==> src/rtl/multicycle_control_if.sv <==
// rtl/multicycle_control_if.sv - control/status bundle between the multi-cycle sequencer and the RV32I datapath
interface multicycle_control_if;
  logic [6:0] Opcode;
  logic [2:0] Funct3;
  logic       Zero;
  logic       MemReady;
  logic       MemReq;
  logic       MemWrite;
  logic       AdrSrc;
  logic       IRWrite;
  logic       PCWrite;
  logic       RegWrite;
  logic [1:0] ALUSrcA;
  logic [1:0] ALUSrcB;
  logic [1:0] ALUOp;
  logic [1:0] ResultSrc;
  logic [1:0] ImmSrc;
  logic       Illegal;

  modport master (
    input  Opcode, Funct3, Zero, MemReady,
    output MemReq, MemWrite, AdrSrc, IRWrite, PCWrite, RegWrite,
           ALUSrcA, ALUSrcB, ALUOp, ResultSrc, ImmSrc, Illegal
  );

  modport slave (
    output Opcode, Funct3, Zero, MemReady,
    input  MemReq, MemWrite, AdrSrc, IRWrite, PCWrite, RegWrite,
           ALUSrcA, ALUSrcB, ALUOp, ResultSrc, ImmSrc, Illegal
  );
endinterface

==> src/rtl/multicycle_control.sv <==
// rtl/multicycle_control.sv - Moore sequencer walking RV32I instructions through fetch/decode/execute/mem/writeback
module multicycle_control (
  input  logic                 clk,
  input  logic                 rst_n,
  multicycle_control_if.master bus
);

  localparam logic [6:0] OP_LOAD   = 7'b0000011;
  localparam logic [6:0] OP_STORE  = 7'b0100011;
  localparam logic [6:0] OP_RTYPE  = 7'b0110011;
  localparam logic [6:0] OP_ITYPE  = 7'b0010011;
  localparam logic [6:0] OP_BRANCH = 7'b1100011;

  typedef enum logic [3:0] {
    S_BOOT, S_FETCH, S_DECODE, S_MEMADR, S_MEMREAD, S_MEMWB,
    S_MEMWRITE, S_EXECR, S_EXECI, S_ALUWB, S_BRANCH, S_TRAP
  } state_t;

  state_t state_q, state_d;

  function automatic logic [1:0] imm_decode(input logic [6:0] op);
    case (op)
      OP_LOAD, OP_ITYPE, OP_RTYPE: imm_decode = 2'b00;
      OP_STORE:                    imm_decode = 2'b01;
      OP_BRANCH:                   imm_decode = 2'b10;
      default:                     imm_decode = 2'b11;
    endcase
  endfunction

  always_comb begin
    state_d = state_q;
    case (state_q)
      S_BOOT:     state_d = S_FETCH;
      S_FETCH:    if (bus.MemReady) state_d = S_DECODE;
      S_DECODE: begin
        case (bus.Opcode)
          OP_LOAD, OP_STORE: state_d = S_MEMADR;
          OP_RTYPE:          state_d = S_EXECR;
          OP_ITYPE:          state_d = S_EXECI;
          OP_BRANCH:         state_d = (bus.Funct3 == 3'b000 || bus.Funct3 == 3'b001)
                                       ? S_BRANCH : S_TRAP;
          default:           state_d = S_TRAP;
        endcase
      end
      S_MEMADR:   state_d = (bus.Opcode == OP_STORE) ? S_MEMWRITE : S_MEMREAD;
      S_MEMREAD:  if (bus.MemReady) state_d = S_MEMWB;
      S_MEMWB:    state_d = S_FETCH;
      S_MEMWRITE: if (bus.MemReady) state_d = S_FETCH;
      S_EXECR:    state_d = S_ALUWB;
      S_EXECI:    state_d = S_ALUWB;
      S_ALUWB:    state_d = S_FETCH;
      S_BRANCH:   state_d = S_FETCH;
      S_TRAP:     state_d = S_TRAP;
      default:    state_d = S_BOOT;
    endcase
  end

  // Async reset so an in-flight memory request is dropped the instant rst_n falls.
  always_ff @(posedge clk or negedge rst_n) begin
    if (!rst_n) state_q <= S_BOOT;
    else        state_q <= state_d;
  end

  always_comb begin
    bus.MemReq    = 1'b0;
    bus.MemWrite  = 1'b0;
    bus.AdrSrc    = 1'b0;
    bus.IRWrite   = 1'b0;
    bus.PCWrite   = 1'b0;
    bus.RegWrite  = 1'b0;
    bus.ALUSrcA   = 2'b00;
    bus.ALUSrcB   = 2'b00;
    bus.ALUOp     = 2'b00;
    bus.ResultSrc = 2'b00;
    bus.ImmSrc    = imm_decode(bus.Opcode);
    bus.Illegal   = 1'b0;
    case (state_q)
      S_BOOT: bus.ImmSrc = 2'b00;
      S_FETCH: begin
        bus.MemReq    = 1'b1;
        bus.ALUSrcB   = 2'b10;
        bus.ResultSrc = 2'b10;
        bus.IRWrite   = bus.MemReady;
        bus.PCWrite   = bus.MemReady;
      end
      S_DECODE: begin
        bus.ALUSrcA = 2'b01;
        bus.ALUSrcB = 2'b01;
      end
      S_MEMADR: begin
        bus.ALUSrcA = 2'b10;
        bus.ALUSrcB = 2'b01;
      end
      S_MEMREAD: begin
        bus.MemReq = 1'b1;
        bus.AdrSrc = 1'b1;
      end
      S_MEMWB: begin
        bus.ResultSrc = 2'b01;
        bus.RegWrite  = 1'b1;
      end
      S_MEMWRITE: begin
        bus.MemReq   = 1'b1;
        bus.MemWrite = 1'b1;
        bus.AdrSrc   = 1'b1;
      end
      S_EXECR: begin
        bus.ALUSrcA = 2'b10;
        bus.ALUOp   = 2'b10;
      end
      S_EXECI: begin
        bus.ALUSrcA = 2'b10;
        bus.ALUSrcB = 2'b01;
        bus.ALUOp   = 2'b10;
      end
      S_ALUWB: bus.RegWrite = 1'b1;
      S_BRANCH: begin
        bus.ALUSrcA = 2'b10;
        bus.ALUOp   = 2'b01;
        bus.PCWrite = (bus.Funct3 == 3'b000) ? bus.Zero :
                      (bus.Funct3 == 3'b001) ? ~bus.Zero : 1'b0;
      end
      S_TRAP: begin
        bus.ImmSrc  = 2'b00;
        bus.Illegal = 1'b1;
      end
      default: bus.ImmSrc = 2'b00;
    endcase
  end

endmodule

==> src/flat_wrapper.sv <==
// flat-port wrapper written by rule: the top's interface ports become plain ports
module multicycle_control_flat 
  (clk, rst_n, bus_Opcode, bus_Funct3, bus_Zero, bus_MemReady, bus_MemReq, bus_MemWrite, bus_AdrSrc, bus_IRWrite, bus_PCWrite, bus_RegWrite, bus_ALUSrcA, bus_ALUSrcB, bus_ALUOp, bus_ResultSrc, bus_ImmSrc, bus_Illegal);
  multicycle_control_if bus_i ();
  input  logic clk;
  input  logic rst_n;
  input wire logic [$bits(bus_i.Opcode)-1:0] bus_Opcode;
  input wire logic [$bits(bus_i.Funct3)-1:0] bus_Funct3;
  input wire logic [$bits(bus_i.Zero)-1:0] bus_Zero;
  input wire logic [$bits(bus_i.MemReady)-1:0] bus_MemReady;
  output wire logic [$bits(bus_i.MemReq)-1:0] bus_MemReq;
  output wire logic [$bits(bus_i.MemWrite)-1:0] bus_MemWrite;
  output wire logic [$bits(bus_i.AdrSrc)-1:0] bus_AdrSrc;
  output wire logic [$bits(bus_i.IRWrite)-1:0] bus_IRWrite;
  output wire logic [$bits(bus_i.PCWrite)-1:0] bus_PCWrite;
  output wire logic [$bits(bus_i.RegWrite)-1:0] bus_RegWrite;
  output wire logic [$bits(bus_i.ALUSrcA)-1:0] bus_ALUSrcA;
  output wire logic [$bits(bus_i.ALUSrcB)-1:0] bus_ALUSrcB;
  output wire logic [$bits(bus_i.ALUOp)-1:0] bus_ALUOp;
  output wire logic [$bits(bus_i.ResultSrc)-1:0] bus_ResultSrc;
  output wire logic [$bits(bus_i.ImmSrc)-1:0] bus_ImmSrc;
  output wire logic [$bits(bus_i.Illegal)-1:0] bus_Illegal;
  assign bus_i.Opcode = bus_Opcode;
  assign bus_i.Funct3 = bus_Funct3;
  assign bus_i.Zero = bus_Zero;
  assign bus_i.MemReady = bus_MemReady;
  assign bus_MemReq = bus_i.MemReq;
  assign bus_MemWrite = bus_i.MemWrite;
  assign bus_AdrSrc = bus_i.AdrSrc;
  assign bus_IRWrite = bus_i.IRWrite;
  assign bus_PCWrite = bus_i.PCWrite;
  assign bus_RegWrite = bus_i.RegWrite;
  assign bus_ALUSrcA = bus_i.ALUSrcA;
  assign bus_ALUSrcB = bus_i.ALUSrcB;
  assign bus_ALUOp = bus_i.ALUOp;
  assign bus_ResultSrc = bus_i.ResultSrc;
  assign bus_ImmSrc = bus_i.ImmSrc;
  assign bus_Illegal = bus_i.Illegal;
  multicycle_control u_core (.clk(clk), .rst_n(rst_n), .bus(bus_i));
endmodule
==> config.mk <==
export PLATFORM = sky130hd
export DESIGN_NAME = multicycle_control_flat
export DESIGN_NICKNAME = d
export VERILOG_FILES = /design/src/rtl/multicycle_control_if.sv /design/src/rtl/multicycle_control.sv /design/src/flat_wrapper.sv
export SDC_FILE = /design/constraint.sdc
export NUM_CORES = 1
export LEC_CHECK = 0
export CELL_PAD_IN_SITES_DETAIL_PLACEMENT = 1
export CELL_PAD_IN_SITES_GLOBAL_PLACEMENT = 2
export CORE_UTILIZATION = 19
export DETAILED_ROUTE_END_ITERATION = 8
export PLACE_DENSITY_LB_ADDON = 0.1
export SLEW_MARGIN = 20
export SYNTH_ARGS = -nofsm -noshare
export SYNTH_HDL_FRONTEND = slang
export SYNTH_SLANG_ARGS = --single-unit
==> constraint.sdc <==
create_clock -name clk -period 3.5 [get_ports clk]
set_input_delay 0.7 -clock clk [delete_from_list [all_inputs] [get_ports clk]]
set_output_delay 0.7 -clock clk [all_outputs]
set_load 0.03 [all_outputs]
Yosys cells after proc, flatten, opt, wreduce, memory -nomap -nowiden
Cells that the tools add are included.
- div/mod/pow operators: 0
- multipliers: 0
- mux-type cells: 22
- $add $sub $neg: 0
- bitwise logic cells: 1
- equal/unequal tests: 20
- reductions and logical operators: 14
- shift-type cells: 0
- $lt $le $gt $ge: 0
- operator list (operator ; count):
    4-bit case mux with 8 select lines ; 1
    4-bit by 3-bit equality test with 1-bit output (second input constant) ; 4
    4-bit equality test (second input constant) ; 4
    2-bit case mux with 2 select lines ; 4
    4-bit case mux with 4 select lines ; 1
    7-bit by 6-bit equality test with 1-bit output (second input constant) ; 2
    4-bit two-way mux ; 3
    10-bit OR reduction ; 1
    1-bit two-way mux ; 9
    3-bit OR reduction ; 3
    4-bit by 2-bit equality test with 1-bit output (second input constant) ; 2
    2-bit OR reduction ; 4
    4-bit OR reduction ; 2
    7-bit by 2-bit equality test with 1-bit output (second input constant) ; 1
    7-bit by 5-bit equality test with 1-bit output (second input constant) ; 1
    7-bit equality test (second input constant) ; 1
    2-bit != test (second input constant) ; 3
    2-bit case mux with 3 select lines ; 1
    4-bit by 1-bit equality test with 1-bit output (second input constant) ; 1
    4-bit logical NOT ; 1
    2-bit two-way mux ; 2
    3-bit by 1-bit equality test with 1-bit output (second input constant) ; 1
    3-bit logical NOT ; 1
    3-bit AND reduction ; 1
    3 further kinds ; 3
- bits in writable memories: 0
- memories: 0
- latch bits: 0
- register bits: 4
- input port bits: 14
- memory bits (read-only): 0

Depth between registers and ports, before layout
- depth after elaboration: 5
- mapped depth: 5
- gate-level depth less buffers: 4

Worst setup path after synthesis
No wires, ideal clock.
- path kind: reg2out
- from: register u_core.state_q[1]
- to: output port bus_PCWrite
- data arrival time: 2153 ps
- cell stages (with the launch flop): 6
- path slack: 647 ps
- required time: 2800 ps
- buffers on the path: 1
- cells stage by stage: dfrtp_1 -> buf_2 -> nand2b_1 -> nor3_1 -> and2_1 -> a31o_2
- word-level cells in the longest chain between the ends: 2
- elaborated cells on any way between the ends: 3
- those cells by class: eq/ne (2); mux (1)
- ends and longest elaborated chain (item ; RTL line ; text):
    start: declaration ; multicycle_control.sv:19 ; state_t state_q, state_d;
    start signal: assignment ; multicycle_control.sv:61 ; else state_q <= state_d;
    4-bit equality test / 4-bit by 1-bit equality test with 1-bit output (equally long branches) ; multicycle_control.sv:77 ; case (state_q)
    1-bit case mux with 2 select lines (*) ; multicycle_control.sv:77 ;
    end: declaration ; flat_wrapper.sv:15 ; output wire logic [$bits(bus_i.PCWrite)-1:0] bus_PCWrite;
Every way passes the cells marked *; elsewhere a longest branch is shown, timed or not.

Worst setup path after layout
- from: input port bus_Opcode[5]
- to: output port bus_ImmSrc[0]
- word-level cells in the longest chain between the ends: 4
- elaborated cells on any way between the ends: 8
- those cells by class: eq/ne (5); mux (2); reduce/logical (1)
- ends and longest elaborated chain (item ; RTL line ; text):
    start: declaration ; flat_wrapper.sv:7 ; input wire logic [$bits(bus_i.Opcode)-1:0] bus_Opcode;
    7-bit by 2-bit equality test with 1-bit output (tied with other cells) ; multicycle_control.sv:22 ; case (op)
    3-bit OR reduction ; multicycle_control.sv:22 ;
    2-bit case mux with 3 select lines (*) ; multicycle_control.sv:22 ;
    2-bit two-way mux (*) ; multicycle_control.sv:77 ;
    end: declaration ; flat_wrapper.sv:21 ; output wire logic [$bits(bus_i.ImmSrc)-1:0] bus_ImmSrc;
Marked as above.

==> metrics.txt <==
# TYPE chip_impl_metric gauge
chip_impl_metric{name="slowest_delay",unit="ps"} 680
chip_impl_metric{name="pre_cts_ws",unit="ps"} 404.8
chip_impl_metric{name="routed-via-count",unit=""} 641
chip_impl_metric{name="tritoncts.num_buffers",unit=""} 3
chip_impl_metric{name="cts_hold_buf",unit=""} 0
chip_impl_metric{name="globalRouteOverflowTotal",unit=""} 0
chip_impl_metric{name="period_share",unit="%"} 88.52
chip_impl_metric{name="worst-r2r-cell-count",unit=""} 4
chip_impl_metric{name="power_density",unit="nW/um^2"} 894.7
chip_impl_metric{name="syn_area",unit="um^2"} 534.3
chip_impl_metric{name="avgSynthCellArea",unit="um^2"} 7.123
chip_impl_info{name="grt_setup_unrepaired",value="false"} 1
chip_impl_metric{name="crit_arrival",unit="ps"} 2400
chip_impl_metric{name="gp_congestion",unit=""} 0.7287
chip_impl_metric{name="fin_crit",unit="ps"} 3098
chip_impl_metric{name="synth_enable_flop_cells",unit=""} 0
chip_impl_metric{name="drc",unit=""} 0
chip_impl_info{name="crit_path_frequent_cell",value="clkdlybuf4s50_1"} 1
chip_impl_info{name="most_common_library_cell_in_the_layout_ignoring_fill_and_taps",value="clkdlybuf4s50_1"} 1
chip_impl_metric{name="worstMarginPinSlew",unit="ps"} 512.1
chip_impl_metric{name="core_area",unit="um^2"} 2567
chip_impl_metric{name="crit_fanout",unit=""} 4
chip_impl_info{name="crit-reg2reg-capture",value="u_core.state_q[2]$_DFFE_PN0P_"} 1
chip_impl_metric{name="die-height",unit="um"} 55.03
chip_impl_info{name="register_containing_the_most_flip_flops_in_the_final_layout",value="u_core.state_q"} 1
chip_impl_metric{name="grt_first_pass_wirelength",unit="mm"} 2.587
chip_impl_metric{name="cts_post_setup_buffers_inserted",unit=""} 0
chip_impl_info{name="timing.critical_path.max_delay_family",value="buffers and inverters"} 1
chip_impl_metric{name="maxSlewHeadroom",unit="%"} 65.86
chip_impl_metric{name="area_growth_syn_to_layout",unit="%"} 60.42
chip_impl_metric{name="numClockSinks",unit=""} 4
chip_impl_metric{name="postRouteWirelength",unit="mm"} 1.737
chip_impl_metric{name="detail-route-antenna-nets",unit=""} 0
chip_impl_metric{name="yosys.cell_types.count",unit=""} 37
chip_impl_metric{name="synthArstFlopShare",unit="%"} 100.0
chip_impl_info{name="min_path_type",value="in2async"} 1
chip_impl_info{name="rr_startpoint",value="u_core.state_q[2]$_DFFE_PN0P_"} 1
chip_impl_info{name="cp-start-kind",value="input pin"} 1
chip_impl_metric{name="io-pin-count",unit=""} 31
chip_impl_metric{name="cap_viol_max_count",unit=""} 0
chip_impl_metric{name="antenna-diode-count",unit=""} 0
chip_impl_info{name="timing.setup.critical_path_class",value="in2out"} 1
chip_impl_metric{name="die-area",unit="um^2"} 3028
chip_impl_metric{name="report.final.hold_viol_count",unit=""} 0
chip_impl_metric{name="largest_register_ff_count",unit=""} 4
chip_impl_metric{name="start_util",unit="%"} 20.81
chip_impl_info{name="status",value="completed"} 1
chip_impl_metric{name="first_iter_violations",unit=""} 3
chip_impl_metric{name="fp.dieW",unit="um"} 55.03
chip_impl_metric{name="synth_cells",unit=""} 75
chip_impl_metric{name="worstSkewPairLatency",unit="ps"} 240
chip_impl_metric{name="cts.reportedPaths.clkPinSlew",unit="ps"} 40
chip_impl_metric{name="max-vdd-ir-drop",unit="mV"} 0.4539
chip_impl_metric{name="path_buf_inv",unit=""} 2
chip_impl_metric{name="post_cts_resized",unit=""} 0
chip_impl_info{name="layout.cells.most_common_list",value="30 x clkdlybuf4s50_1, 13 x nor2_1, 8 x nand2_1"} 1
chip_impl_metric{name="place.detailed.hpwl",unit="mm"} 1.374
chip_impl_metric{name="design_power_total",unit="uW"} 766.8
chip_impl_metric{name="cts_max_path_buffers",unit=""} 2
chip_impl_metric{name="placement.io_buffers",unit=""} 30
chip_impl_metric{name="post_route_cells_drive_above_1_share",unit="%"} 7.843
chip_impl_metric{name="setup_ws",unit="ps"} 401.7
chip_impl_info{name="tritoncts",value="yes"} 1
chip_impl_metric{name="crit_required",unit="ps"} 2800
chip_impl_metric{name="number_of_antenna_violations_at_the_first_check_in_global_routing",unit=""} 0
chip_impl_metric{name="synth_warnings",unit=""} 0
chip_impl_info{name="crit_slowest_cell",value="clkdlybuf4s50_1"} 1
chip_impl_info{name="cts-root-buf",value="clkbuf_4"} 1
chip_impl_metric{name="final.fill_count",unit=""} 332
chip_impl_info{name="worstPathCellList",value="clkdlybuf4s50_1 > nor2b_1 > xnor2_1 > a21oi_1 > clkdlybuf4s50_1"} 1
chip_impl_metric{name="final-setup-viol-count",unit=""} 0
chip_impl_metric{name="final_net_count",unit=""} 118
chip_impl_info{name="setup.worst_path.end_class",value="output pin"} 1
chip_impl_metric{name="synth-seq-cells",unit=""} 4
chip_impl_metric{name="detail_route.first_pass.iterations",unit=""} 2
chip_impl_metric{name="grt_max_degree",unit=""} 16
chip_impl_metric{name="htree_num_levels",unit=""} 1
chip_impl_info{name="synth_flop_cell",value="dfrtp_1"} 1
chip_impl_metric{name="synth.yosys.seq_area_share",unit="%"} 18.74
chip_impl_metric{name="std_cell_rows",unit=""} 18
chip_impl_metric{name="r2r_slack",unit="ps"} 1850
chip_impl_metric{name="route.detailed.wl_per_inst",unit="um"} 13.16
chip_impl_metric{name="fmax",unit="MHz"} 322.8
chip_impl_metric{name="final.setup.tns",unit="ps"} 0
chip_impl_metric{name="fin_worst_skew",unit="ps"} 4.248
chip_impl_metric{name="power_leakage",unit="uW"} 0.0003235
chip_impl_metric{name="routed_via_density",unit=""} 4.856
chip_impl_metric{name="gr-usage-all-layers",unit="%"} 12.17
chip_impl_metric{name="slew_viol_final",unit=""} 0
chip_impl_metric{name="synth.net_count",unit=""} 89
chip_impl_metric{name="number_of_global_route_vias_before_repair",unit=""} 590
chip_impl_info{name="biggestRegsByFlops",value="u_core.state_q: 4 flops"} 1
-- worst max-delay path by stage --
stage | start | end | slack [ps] | cells after the start
CTS | bus_Opcode[5] | bus_ImmSrc[0] | 400 | 5
floorplan | u_core.state_q[1]$_DFFE_PN0P_ | bus_PCWrite | 650 | 5
global placement | bus_Opcode[5] | bus_ImmSrc[0] | 450 | 5
detailed placement | bus_Opcode[5] | bus_ImmSrc[0] | 400 | 5
finish | bus_Opcode[5] | bus_ImmSrc[0] | 400 | 5
global route | bus_Opcode[5] | bus_ImmSrc[0] | 310 | 5
-- kinds of logic after synthesis --
| group | share of synthesized area (%) |
|---|---|
| AND/OR/NAND/NOR | 41.46 |
| AO/OA/AOI/OAI | 27.40 |
| buffers and inverters | 9.132 |
| flip-flops | 18.74 |
| XOR/XNOR | 3.279 |
-- Yosys cell counts (all sizes together) (2+ instances only) --
library cell / count / area share, %
nor2b: 2 / 2.3
nand2b: 6 / 7.0
nand2: 8 / 5.6
inv: 3 / 2.1
buf: 5 / 6.3
o21ai: 3 / 2.8
a211o: 2 / 3.5
a31oi: 2 / 2.3
dfrtp: 4 / 19
a21oi: 5 / 4.7
nor2: 13 / 9.1
-- through the flow --
| stage | util [%] | cell area (um^2) | hold WS [ps] | std cells |
|---|---|---|---|---|
| global route | 33.38 | 857.1 | 664.2 | 132 |
| floorplan | - | 534.3 | 404.4 | 75 |
| finish | 33.38 | 857.1 | 657.2 | 132 |
| global placement | 32.50 | 834.6 | 807.8 | 129 |
| CTS | 33.38 | 857.1 | 661.5 | 132 |
| detailed placement | 32.50 | 834.6 | 800.6 | 129 |
-- power breakdown --
part           total, uW  leakage, uW  internal [uW]  switching [uW]
Combinational        569     0.000260            255             314
Sequential           139    0.0000497           66.1            73.1
Clock               58.6    0.0000138           38.4            20.1
Total                767     0.000324            359             408
-- per-layer routing --
| layer | GRT usage (%) | wire, um |
|---|---|---|
| met1 | 15.61 | 817 |
| met2 | 20.28 | 821 |
| met3 | 1.639 | 78 |
| met4 | 5.000 | 19 |
| met5 | 0 | 0 |
-- area by class of cell --
class                   count  area, um^2  area share (%)
clock buffers               3       22.52           2.628
inverters                   3       11.26           1.314
multi-input cells          62       385.4           44.96
flip-flops and latches      4       100.1           11.68
well taps                  30       37.54           4.380
repair buffers             30       300.3           35.04
(Power assumes the default switching activity.)
